==> config.mk <==
export PLATFORM = sky130hd
export DESIGN_NAME = regfile_wb_scheduler_flat
export DESIGN_NICKNAME = d
export VERILOG_FILES = /design/src/rtl/regfile_wb_scheduler_pkg.sv /design/src/rtl/regfile_wb_scheduler_if.sv /design/src/rtl/regfile_wb_scheduler_rr_arbiter.sv /design/src/rtl/regfile_wb_scheduler.sv /design/src/flat_wrapper.sv
export SDC_FILE = /design/constraint.sdc
export NUM_CORES = 1
export LEC_CHECK = 0
export CORE_MARGIN = 5
export CORE_UTILIZATION = 48
export CTS_CLUSTER_SIZE = 30
export DETAILED_ROUTE_END_ITERATION = 7
export GPL_TIMING_DRIVEN = 0
export PLACE_DENSITY = 0.94
export SETUP_SLACK_MARGIN = 0.05
export SLEW_MARGIN = 20
export SYNTH_ARGS = -nofsm -noshare
export SYNTH_HDL_FRONTEND = slang
export SYNTH_SLANG_ARGS = --single-unit
==> constraint.sdc <==
create_clock -name clock -period 7.7 [get_ports clock]
set_clock_uncertainty 0.2 [all_clocks]
set_input_delay 1.54 -clock clock [delete_from_list [all_inputs] [get_ports clock]]
set_output_delay 1.54 -clock clock [all_outputs]
set_load 0.02 [all_outputs]
==> src/rtl/regfile_wb_scheduler_pkg.sv <==
// Shared RV32I register-file types, also used by registerR32I and the decoder.
package regfile_wb_scheduler_pkg;
  localparam int NumRegs = 32;
  typedef logic [4:0]  regaddr_t;
  typedef logic [31:0] regdata_t;
endpackage

==> src/rtl/regfile_wb_scheduler_if.sv <==
// Writeback request bus: NumSrc sources with packed address/data lanes (i=0 in LSBs).
interface regfile_wb_scheduler_if #(
  parameter int NumSrc = 3,
  parameter int AddrW  = 5,
  parameter int dataW  = 32
);
  logic [NumSrc-1:0]       WbValid;
  logic [NumSrc*AddrW-1:0] WbAddr;
  logic [NumSrc*dataW-1:0] WbData;
  logic [NumSrc-1:0]       WbReady;

  modport master (output WbValid, WbAddr, WbData, input WbReady);
  modport slave  (input WbValid, WbAddr, WbData, output WbReady);
endinterface

==> src/rtl/regfile_wb_scheduler_rr_arbiter.sv <==
// Round-robin arbiter: first requester at or after the pointer wins; the pointer
// moves past the winner only when the caller signals the grant was taken.
module rr_arbiter #(
  parameter int N = 3
) (
  input  logic         clock,
  input  logic         reset,
  input  logic [N-1:0] req,
  input  logic         advance,
  output logic [N-1:0] gnt
);
  localparam int PtrW = (N > 1) ? $clog2(N) : 1;

  logic [PtrW-1:0] r_ptr;
  logic [PtrW-1:0] w_next;

  // Rotating priority search starting at r_ptr, wrapping N-1 -> 0
  always_comb begin
    logic        found;
    int unsigned idx;
    gnt    = '0;
    w_next = r_ptr;
    found  = 1'b0;
    for (int unsigned k = 0; k < N; k++) begin
      idx = 32'(r_ptr) + k;
      if (idx >= N) idx = idx - N;
      if (!found && req[idx]) begin
        found    = 1'b1;
        gnt[idx] = 1'b1;
        w_next   = (idx == N - 1) ? '0 : PtrW'(idx + 1);
      end
    end
  end

  // Pointer register: holds when nothing is granted
  always_ff @(posedge clock or negedge reset) begin
    if (!reset)       r_ptr <= '0;
    else if (advance) r_ptr <= w_next;
  end
endmodule

==> src/rtl/regfile_wb_scheduler.sv <==
// Shares the regfile write port between writeback sources and tracks in-flight
// destinations in a busy-bit scoreboard for RAW hazard stalls.
module regfile_wb_scheduler
  import regfile_wb_scheduler_pkg::*;
#(
  parameter int dataW  = 32,
  parameter int NumSrc = 3,
  parameter int AddrW  = 5
) (
  input  logic                  clock,
  input  logic                  reset,
  regfile_wb_scheduler_if.slave wb,
  output logic                  RegWriteControl,
  output logic [AddrW-1:0]      RegWriteAddr,
  output logic [dataW-1:0]      RegDataIn,
  input  logic                  AllocValid,
  input  logic [AddrW-1:0]      AllocAddr,
  output logic                  AllocError,
  input  logic [AddrW-1:0]      QueryAddr1,
  input  logic [AddrW-1:0]      QueryAddr2,
  output logic                  Busy1,
  output logic                  Busy2
);
  localparam int NumBusy = 1 << AddrW;

  logic [NumSrc-1:0]  w_gnt;
  logic [NumSrc-1:0]  w_ready;
  logic               w_grant;
  logic [AddrW-1:0]   w_sel_addr;
  logic [dataW-1:0]   w_sel_data;
  logic               r_we;
  logic [AddrW-1:0]   r_addr;
  logic [dataW-1:0]   r_data;
  logic               r_alloc_err;
  logic [NumBusy-1:0] r_busy;
  logic [NumBusy-1:0] w_busy_next;
  logic               w_alloc_nz;
  logic               w_clr_hit;
  logic               w_alloc_ok;

  rr_arbiter #(.N(NumSrc)) u_arb (
    .clock   (clock),
    .reset   (reset),
    .req     (wb.WbValid),
    .advance (w_grant),
    .gnt     (w_gnt)
  );

  // Grants are suppressed while reset is held so no source sees a false transfer
  assign w_ready    = w_gnt & {NumSrc{reset}};
  assign wb.WbReady = w_ready;
  assign w_grant    = |w_ready;

  // One-hot mux of the winning source's address and data
  always_comb begin
    w_sel_addr = '0;
    w_sel_data = '0;
    for (int unsigned i = 0; i < NumSrc; i++) begin
      if (w_gnt[i]) begin
        w_sel_addr = w_sel_addr | wb.WbAddr[i*AddrW +: AddrW];
        w_sel_data = w_sel_data | wb.WbData[i*dataW +: dataW];
      end
    end
  end

  // Registered write port: one-cycle enable pulse, x0 writes consumed silently
  always_ff @(posedge clock or negedge reset) begin
    if (!reset) begin
      r_we   <= 1'b0;
      r_addr <= '0;
      r_data <= '0;
    end else if (w_grant) begin
      r_we   <= (w_sel_addr != '0);
      r_addr <= w_sel_addr;
      r_data <= w_sel_data;
    end else begin
      r_we <= 1'b0;
    end
  end

  // Next scoreboard state: clear on regfile capture, then set, so set wins on a tie
  always_comb begin
    w_alloc_nz  = AllocValid && (AllocAddr != '0);
    w_clr_hit   = r_we && (r_addr == AllocAddr);
    w_alloc_ok  = w_alloc_nz && (!r_busy[AllocAddr] || w_clr_hit);
    w_busy_next = r_busy;
    if (r_we)       w_busy_next[r_addr]    = 1'b0;
    if (w_alloc_ok) w_busy_next[AllocAddr] = 1'b1;
    w_busy_next[0] = 1'b0;
  end

  // Scoreboard and single-cycle allocation error flag
  always_ff @(posedge clock or negedge reset) begin
    if (!reset) begin
      r_busy      <= '0;
      r_alloc_err <= 1'b0;
    end else begin
      r_busy      <= w_busy_next;
      r_alloc_err <= w_alloc_nz && !w_alloc_ok;
    end
  end

  assign RegWriteControl = r_we;
  assign RegWriteAddr    = r_addr;
  assign RegDataIn       = r_data;
  assign AllocError      = r_alloc_err;
  assign Busy1           = r_busy[QueryAddr1];
  assign Busy2           = r_busy[QueryAddr2];
endmodule

==> src/flat_wrapper.sv <==
// flat-port wrapper written by rule: the top's interface ports become plain ports
module regfile_wb_scheduler_flat import regfile_wb_scheduler_pkg::*;
#(
  parameter int dataW  = 32,
  parameter int NumSrc = 3,
  parameter int AddrW  = 5
)
  (clock, reset, RegWriteControl, RegWriteAddr, RegDataIn, AllocValid, AllocAddr, AllocError, QueryAddr1, QueryAddr2, Busy1, Busy2, wb_WbValid, wb_WbAddr, wb_WbData, wb_WbReady);
  regfile_wb_scheduler_if #(.NumSrc(NumSrc), .AddrW(AddrW), .dataW(dataW)) wb_i ();
  input  logic clock;
  input  logic reset;
  output logic RegWriteControl;
  output logic [AddrW-1:0] RegWriteAddr;
  output logic [dataW-1:0] RegDataIn;
  input  logic AllocValid;
  input  logic [AddrW-1:0] AllocAddr;
  output logic AllocError;
  input  logic [AddrW-1:0] QueryAddr1;
  input  logic [AddrW-1:0] QueryAddr2;
  output logic Busy1;
  output logic Busy2;
  input wire logic [$bits(wb_i.WbValid)-1:0] wb_WbValid;
  input wire logic [$bits(wb_i.WbAddr)-1:0] wb_WbAddr;
  input wire logic [$bits(wb_i.WbData)-1:0] wb_WbData;
  output wire logic [$bits(wb_i.WbReady)-1:0] wb_WbReady;
  assign wb_i.WbValid = wb_WbValid;
  assign wb_i.WbAddr = wb_WbAddr;
  assign wb_i.WbData = wb_WbData;
  assign wb_WbReady = wb_i.WbReady;
  regfile_wb_scheduler #(.dataW(dataW), .NumSrc(NumSrc), .AddrW(AddrW)) u_core (.clock(clock), .reset(reset), .wb(wb_i), .RegWriteControl(RegWriteControl), .RegWriteAddr(RegWriteAddr), .RegDataIn(RegDataIn), .AllocValid(AllocValid), .AllocAddr(AllocAddr), .AllocError(AllocError), .QueryAddr1(QueryAddr1), .QueryAddr2(QueryAddr2), .Busy1(Busy1), .Busy2(Busy2));
endmodule
Word level (Yosys, flattened, before mapping)
Cells that the tools add are included.

storage, ports and cells
  bits in registers = 72
  input bits = 132
  output and inout bits = 44
  word-level logic and storage cells = 109

operators by class
  add/sub/neg operators = 8
  order comparisons = 15
  equal/unequal tests = 4
  multiplexer cells = 45
  bitwise gates (word level) = 10
  reduce and logical (&&, ||, !) cells = 21

operators by type and width
  cell                   count
  $mux W32               8
  $eq A32 B2 Y1 const B  3
  $ge A32 B1 Y1 const B  3
  $lt A32 B3 Y1 const B  3
  $or A32 B32 Y32        3
  $and A32 B32 Y32       1
  $not A32 Y32           1
  $lt A5 B6 Y1 const B   4
  $bmux W1 S5            3
  $mux W5                3
  $mux W1                14
  $mux W2                6
  $logic_and A1 B1 Y1    11
  $demux W1 S5           2
  $ge A5 B1 Y1 const B   2
  $or A5 B5 Y5           2
  $reduce_bool A5 Y1     2
  $mux W3                3
  $sub A3 B2 Y4 const B  2
  $add A2 B1 Y2 const B  3
  $bmux W1 S2            3
  $demux W1 S2           3
  $ge A3 B2 Y1 const B   2
  $or A3 B3 Y3           2
  11 further kinds       14

Logic depth before layout (Yosys ltp)
Gate-level depths: netlist of the first run.

  word-level depth = 18
  mapped depth = 12
  depth with buffers taken out = 8

By module
A second synthesis of the first run with hierarchy kept.

second synthesis, totals
  cell total of the unflattened synthesis = 442
  area, all modules = 4581.9 um2

by module, submodules not included
  module                times used  cells each  area each (um2)  sequential area each (um2)
  regfile_wb_scheduler  1           391         4191.5           1751.7
  rr_arbiter            1           51          390.4            50.0

Least setup slack after synthesis of the first run
OpenSTA, ideal clock, no wires.

  path kind = in2out
  start point = input QueryAddr1[0]
  end point = output Busy1
  arrival = 3.275 ns
  required time = 5.960 ns
  path slack = 2.685 ns
  stages on the path = 4
  path buffers = 1
  cells stage by stage = clkbuf_1 -> mux4_2 -> mux4_2 -> mux2_2

between the ends
  cells in the longest elaborated chain, start to end = 2

ends and longest elaborated chain
  element                        line                         text
  from (decl)                    flat_wrapper.sv:18           input logic [AddrW-1:0] QueryAddr1;
  $bmux W1 S5                    regfile_wb_scheduler.sv:107  assign Busy1 = r_busy[QueryAddr1];
  $mux W1 (implied by the code)  regfile_wb_scheduler.sv:107
  to (decl)                      flat_wrapper.sv:20           output logic Busy1;

No other way between the ends. The select of a mux whose other input is x is not followed.

Final worst setup path of the first run
  start point = input wb_WbValid[0]
  end point = output wb_WbReady[2]

between the ends
  cells in the longest elaborated chain, start to end = 10
  elaborated cells on any way between the ends = 18
  those cells by class = mux (11); bitwise (3); reduce/logical (4)

ends and longest elaborated chain
  element                        line                                   text
  from (decl)                    flat_wrapper.sv:22                     input wire logic [$bits(wb_i.WbValid)-1:0] wb_WbValid;
  $bmux W1 S2                    regfile_wb_scheduler_rr_arbiter.sv:27  if (!found && req[idx]) begin
  $mux W1 (implied by the code)  regfile_wb_scheduler_rr_arbiter.sv:27
  $mux W1                        regfile_wb_scheduler_rr_arbiter.sv:27
  $logic_not A1 Y1               regfile_wb_scheduler_rr_arbiter.sv:27
  $logic_and A1 B1 Y1            regfile_wb_scheduler_rr_arbiter.sv:27
  $mux W1                        regfile_wb_scheduler_rr_arbiter.sv:27
  $logic_not A1 Y1               regfile_wb_scheduler_rr_arbiter.sv:27
  $logic_and A1 B1 Y1            regfile_wb_scheduler_rr_arbiter.sv:27
  $mux W3 (*)                    regfile_wb_scheduler_rr_arbiter.sv:27
  $and A3 B3 Y3 (*)              regfile_wb_scheduler.sv:50             assign w_ready = w_gnt & {NumSrc{reset}};
  to (decl)                      flat_wrapper.sv:25                     output wire logic [$bits(wb_i.WbReady)-1:0] wb_WbReady;

Mark *: on every way between the ends. The rest lies on a longest branch, timed or not. The select of a mux whose other input is x is not followed.

==> reports/qor.yml, run 1 <==
sta:
  finalCritPeriodShare_pct: 80.3
  worst_pin_slew_ps: 700
  period_needed_ps: 6190
  setup_viol: 0
  fin_tns_setup_ps: 0
  fmax_ghz: 0.162
  rsz0062_at_grt: "no"
  slew_viol_final: 0
  max_slew_margin_pct: 53.3
  hold_violations: 0
floorplan:
  io_pins: 176
  die_w_um: 108
  die_h_um: 108
  row_count: 36
  coreArea_um2: 9590
  start_util_pct: 48.5
  dieArea_um2: 11800
critical_path:
  crit_chain: "clkdlybuf4s50_1 > mux2_2 > o21ai_2 > nor3b_1 > a221o_1 > buf_2 > clkbuf_1 > and2_1 > clkdlybuf4s50_1"
  cp.arrival_ps: 4450
  critPathKind: "input pin to primary output"
  crit_top_cell: "clkdlybuf4s50_1"
  slowest_stage: "clkdlybuf4s50_1"
  end_kind: "primary output"
  critPathLaunchType: "input pin"
  crit_path_max_fanout: 10
  cpPeakStageDelay_ps: 620
  cp.required_ps: 5960
routing:
  drt_iter0_drc: 595
  ant_nets: 0
  viasPerCell: 6.33
  drt_drc_violations_left: 9
  wire_per_inst_um: 22.1
  dr.pass1.iters: 8
  num_vias: 4777
  wl_um: 16700
layout:
  final_cell_mix: "167 x clkdlybuf4s50_1, 72 x dfrtp_1, 48 x o21ai_0, 43 x inv_1"
  nFillCells: 671
  layout_commonest_cell: "clkdlybuf4s50_1"
  final_layout_size_suffix_gt1_share_pct: 11.6
  layout.cells.non_filler: 755
  insertedDiodeCount: 0
  area_delta_synth_final_pct: 45.5
  num-nets-final: 753
power_and_ir_drop:
  leakage_nw: 2.61
  p_per_area_nw_per_um2: 382
  peakVddDrop_mv: 0.260
clock_tree:
  cts_num_sinks: 72
  cts_hold_buf: 0
  cts_tree: "done"
  clkTransAtPathRegs_ps: 90
  root_buffer: "clkbuf_8"
  cts_made_buffers: 9
  h-tree-depth: 3
  postCtsResizedCells: 0
  cts_buffer_depth: 2
  clk_latency_ps: 350
  cts_setup_buffers: 0
synthesis:
  syn_inst: 437
  yosysTopAreaCell: "dfrtp_1"
  ys_seq_elements: 72
  yosysSeqAreaShare_pct: 38.7
  synthesis.nets: 573
  avgSynthCellArea_um2: 10.7
  synthFlopType: "dfrtp_1"
  synth.distinct_cells: 56
  async_reset_ff_share_pct: 100
  yosys-top-cells-area: "dfrtp_1 39%, mux4_2 12%, a222oi_1 8.2%"
  synth_edf_count: 0
  yosys.area.top_type_share_pct: 38.7
  yosysWarnings: 0
  netlist_area_um2: 4650
global_routing:
  grt_pass1_vias: 4978
  grtUsageMet2_pct: 47.2
  grt_pass1_wl_um: 25600
  grt_use_total_pct: 28.3
  antenna_found_initial: 0
  grt_overflow: 0
  grt_busiest_layer: "met2"
  met1_usage_pct: 32.9
  use_met3_pct: 11.1
  grt_max_degree: 41
status:
  violations: "design-rule violations"
  outcome: "complete, but fails checks"
job:
  drv_cap: 0
place:
  gp_congestion: 0.948
  hpwl_um: 12600
  port_buffers: 168
  dp_cells: 739
worst_hold_path:
  min_path_type: "register to register"
==> path summary, 6_finish.rpt <==
| path | startpoint | end | cells past startpoint | slack, ps |
|---|---|---|---|---|
| setup / recovery | wb_WbValid[0] | wb_WbReady[2] | 9 | 1510 |
| hold / removal | u_core.RegDataIn[1]$_DFFE_PN0P_ | u_core.RegDataIn[1]$_DFFE_PN0P_ | 2 | 320 |
| setup reg to reg | u_core.u_arb.r_ptr[0]$_DFFE_PN0P_ | u_core.RegDataIn[17]$_DFFE_PN0P_ | 10 | 4640 |
| hold reg to reg | u_core.RegDataIn[1]$_DFFE_PN0P_ | u_core.RegDataIn[1]$_DFFE_PN0P_ | 2 | 320 |
| max in group asynchronous | reset | u_core.RegDataIn[20]$_DFFE_PN0P_ | 2 | 5750 |
| min in group asynchronous | reset | u_core.r_busy[3]$_DFF_PN0_ | 1 | 960 |
==> cell usage after synthesis (all sizes together), types with 2 or more instances <==
master  instances
o22ai           2
buf            14
a32oi           2
dfrtp          72
nor3b           2
nand4           2
o21ai          73
a22oi           3
nor2b           6
nand2          15
nor2            8
nand2b          5
nand4b          2
nand3b          2
mux4           25
a222oi         38
nand3          17
mux2i          38
clkbuf         21
mux2            7
inv            43
or3             3
and2            3
a21oi           4
o31ai           2
ha              4
xor2            4
==> kinds of logic after synthesis <==
group | synth area share [%]
xor gates and xnor gates | 0.941
DFF | 38.7
muxes | 22.0
buffers and inverters | 7.39
AOI/OAI and AO/OA | 20.3
adders and majority gates | 1.08
and+or+nand+nor | 9.65
==> worst max-delay path: cells and delay by family <==
| family | cells | cell delay, ps |
|---|---|---|
| and+or+nand+nor | 2 | 570 |
| AOI/OAI and AO/OA | 2 | 280 |
| muxes | 1 | 220 |
| buffers and inverters | 4 | 1830 |
==> registers in the layout, indices dropped and copies added, names as in the netlist <==
| register | count |
|---|---|
| u_core.AllocError | 1 |
| u_core.RegDataIn | 32 |
| u_core.RegWriteAddr | 5 |
| u_core.RegWriteControl | 1 |
| u_core.r_busy | 31 |
| u_core.u_arb.r_ptr | 2 |
==> metrics by stage <==
stage / util [%] / total power (W) / hold slack [ps] / area (um^2) / worst slack, ps
2_1_floorplan: - / 0.00162 / 302 / 4650 / 2690
3_3_place_gp: 67.8 / 0.00211 / 306 / 6500 / 499
3_5_place_dp: 68.0 / 0.00218 / 311 / 6520 / 1570
4_1_cts: 70.6 / 0.00257 / 323 / 6770 / 1570
5_1_grt: 70.6 / 0.00274 / 334 / 6770 / 1390
6_report: 70.6 / 0.00259 / 323 / 6770 / 1510
==> power breakdown <==
| group | leakage (nW) | switching, W | internal (W) |
|---|---|---|---|
| Combinational | 1.66 | 0.000819 | 0.000704 |
| Sequential | 0.820 | 0.000140 | 0.000546 |
| Clock | 0.126 | 0.000148 | 0.000232 |
| Total | 2.61 | 0.00111 | 0.00148 |
==> final cells by class <==
type / count / area, um^2 / area share, %
Buffer: 35 / 183 / 2.70
Clock buffer: 11 / 151 / 2.23
Clock inverter: 5 / 103 / 1.51
Inverter: 43 / 161 / 2.38
Multi-Input combinational cell: 287 / 2510 / 37.0
Sequential cell: 72 / 1800 / 26.6
Tap cell: 133 / 166 / 2.46
Timing Repair Buffer: 169 / 1700 / 25.1
==> per-layer routing <==
metal	vias up	share of wire, %
li1	2045	-
met1	2329	35
met2	353	49
met3	50	13
met4	0	3.0
met5	-	0
Note: power is estimated with default switching activity, not from simulation.
==> run 2: changes to the inputs <==
--- a/config.mk
+++ b/config.mk
@@ -6,11 +6,11 @@
 export NUM_CORES = 1
 export LEC_CHECK = 0
 export CORE_MARGIN = 5
-export CORE_UTILIZATION = 48
+export CORE_UTILIZATION = 45
 export CTS_CLUSTER_SIZE = 30
 export DETAILED_ROUTE_END_ITERATION = 7
 export GPL_TIMING_DRIVEN = 0
-export PLACE_DENSITY = 0.94
+export PLACE_DENSITY = 0.89
 export SETUP_SLACK_MARGIN = 0.05
 export SLEW_MARGIN = 20
 export SYNTH_ARGS = -nofsm -noshare
==> constraint.sdc (replaced) <==
create_clock -name clock -period 6 [get_ports clock]
set_clock_uncertainty 0.2 [all_clocks]
set_input_delay 1.2 -clock clock [delete_from_list [all_inputs] [get_ports clock]]
set_output_delay 1.2 -clock clock [all_outputs]
set_load 0.02 [all_outputs]
==> run 2 against run 1 <==
  * Non-clock buffer count unchanged
  * Clock power is 21% higher
  * Register-to-register slack worse by 1600 ps
  * Combinational power is 28% higher
  * Clock-buffer cell count rose by 2
  * The run now ends clean
  * Hold slack lost 3.3 ps
  * Critical path type unchanged
==> reports/qor.yml, run 2 (same netlist as run 1, synthesis figures left out) <==
status:
  outcome: "finished clean"
place:
  placed_area_um2: 6520
  port_buffers: 168
  gp_congestion: 0.921
  hpwl_um: 12500
  dpl_worst_slack_ps: 596
critical_path:
  reg2reg_slack_ps: 3010
  crit_path_max_fanout: 10
  path_buf_inv: 4
  crit_top_cell: "clkdlybuf4s50_1"
  cp.required_ps: 4600
  slowest_stage: "clkdlybuf4s50_1"
  cp_top_family: "buffers and inverters"
  critPathLaunchType: "input pin"
  critPathKind: "input pin to primary output"
  end_kind: "primary output"
  crit_chain: "clkdlybuf4s50_1 > mux2_2 > o21ai_2 > nor3b_1 > a221o_1 > buf_2 > clkbuf_1 > and2_1 > clkdlybuf4s50_1"
  cp.arrival_ps: 4090
  cpPeakStageDelay_ps: 610
clock_tree:
  cts_hold_buf: 0
  cts_setup_buffers: 0
  postCtsResizedCells: 0
  root_buffer: "clkbuf_8"
  clkTransAtPathRegs_ps: 80
  cts_num_sinks: 72
  h-tree-depth: 3
  clk_latency_ps: 340
  cts_buffer_depth: 2
  cts_tree: "done"
  cts_made_buffers: 9
global_routing:
  grt_use_total_pct: 25.6
  antenna_found_initial: 0
  grt_overflow: 0
  grt_max_degree: 41
  grt_pass1_vias: 4781
  grt_pass1_wl_um: 25700
sta:
  worst_pin_slew_ps: 685
  period_needed_ps: 5490
  setup_viol: 0
  rsz0062_at_grt: "no"
  fin_ws_ps: 505
  fmax_ghz: 0.182
  slew_viol_final: 0
  finalCritPeriodShare_pct: 91.6
  hold_violations: 0
  max_slew_margin_pct: 54.4
  fin_tns_setup_ps: 0
layout:
  final_util_pct: 66.4
  design_area_um2: 6760
  insertedDiodeCount: 0
  final_layout_size_suffix_gt1_share_pct: 11.4
  largest_reg_flops: 32
  final_cell_mix: "167 x clkdlybuf4s50_1, 72 x dfrtp_1, 48 x o21ai_0, 43 x inv_1"
  nFillCells: 761
  area_delta_synth_final_pct: 45.3
  num-nets-final: 753
  layout_commonest_cell: "clkdlybuf4s50_1"
floorplan:
  die_w_um: 112
  dieArea_um2: 12500
  io_pins: 176
  row_count: 37
  die_h_um: 112
  coreArea_um2: 10200
  start_util_pct: 45.7
routing:
  num_vias: 4652
  wire_per_inst_um: 21.4
  drt_drc_violations_left: 0
  viasPerCell: 6.15
  ant_nets: 0
  wl_um: 16200
  drt_iter0_drc: 525
  dr.pass1.iters: 7
power_and_ir_drop:
  leakage_nw: 2.60
  p_per_area_nw_per_um2: 485
  peakVddDrop_mv: 0.374
worst_hold_path:
  min_path_type: "register to register"
job:
  drv_cap: 0
[run 2: cell types whose count changed in the layout (fill, tap and decap cells not counted), sizes merged]
cell      before  now
clkbuf        32   34
bufinv         3    2
clkinv         1    0
clkinvlp       1    0
[run 2: per-layer routing]
layer	wire length [um]	GRT usage [%]
met5	0	0
met4	376	6.73
met3	1870	10.1
met2	8050	43.2
met1	5870	30.6
[run 2: final timing paths]
check,start,end,cells past startpoint
min in group asynchronous,reset,u_core.AllocError$_DFF_PN0_,1
worst min-delay path,u_core.RegDataIn[22]$_DFFE_PN0P_,u_core.RegDataIn[22]$_DFFE_PN0P_,2
worst min register to register,u_core.RegDataIn[22]$_DFFE_PN0P_,u_core.RegDataIn[22]$_DFFE_PN0P_,2
worst max register to register,u_core.u_arb.r_ptr[0]$_DFFE_PN0P_,u_core.RegDataIn[3]$_DFFE_PN0P_,10
worst max-delay path,wb_WbValid[0],wb_WbReady[2],9
max in group asynchronous,reset,u_core.RegDataIn[26]$_DFFE_PN0P_,2
[run 2: per-stage QoR]
| step | total power, W | hold WS (ps) | cells |
|---|---|---|---|
| after floorplan | 0.00208 | 302 | 437 |
| final | 0.00328 | 320 | 757 |
| after global placement | 0.00272 | 307 | 741 |
| after CTS | 0.00327 | 322 | 757 |
| after global routing | 0.00348 | 348 | 757 |
| after detailed placement | 0.00279 | 309 | 742 |
[run 2: tightest hold or removal path, stage by stage, from the launching register on]
cell and delay (ps):
dfrtp_1 380, inv_1 50, mux2i_1 50
[run 2: area by class of cell]
type	instances	area, um^2	area share (%)
Buffer	35	183	2.70
Clock inverter	2	60.1	0.888
Inverter	43	161	2.39
Tap cell	136	170	2.52
Sequential cell	72	1800	26.6
Multi-Input combinational cell	287	2510	37.1
Clock buffer	13	179	2.65
Timing Repair Buffer	169	1700	25.1
[run 2: power breakdown]
group	total, W	switching [W]	internal [W]
logic	0.00194	0.00104	0.000903
clock network	0.000460	0.000182	0.000278
registers	0.000878	0.000177	0.000701
total	0.00328	0.00140	0.00188
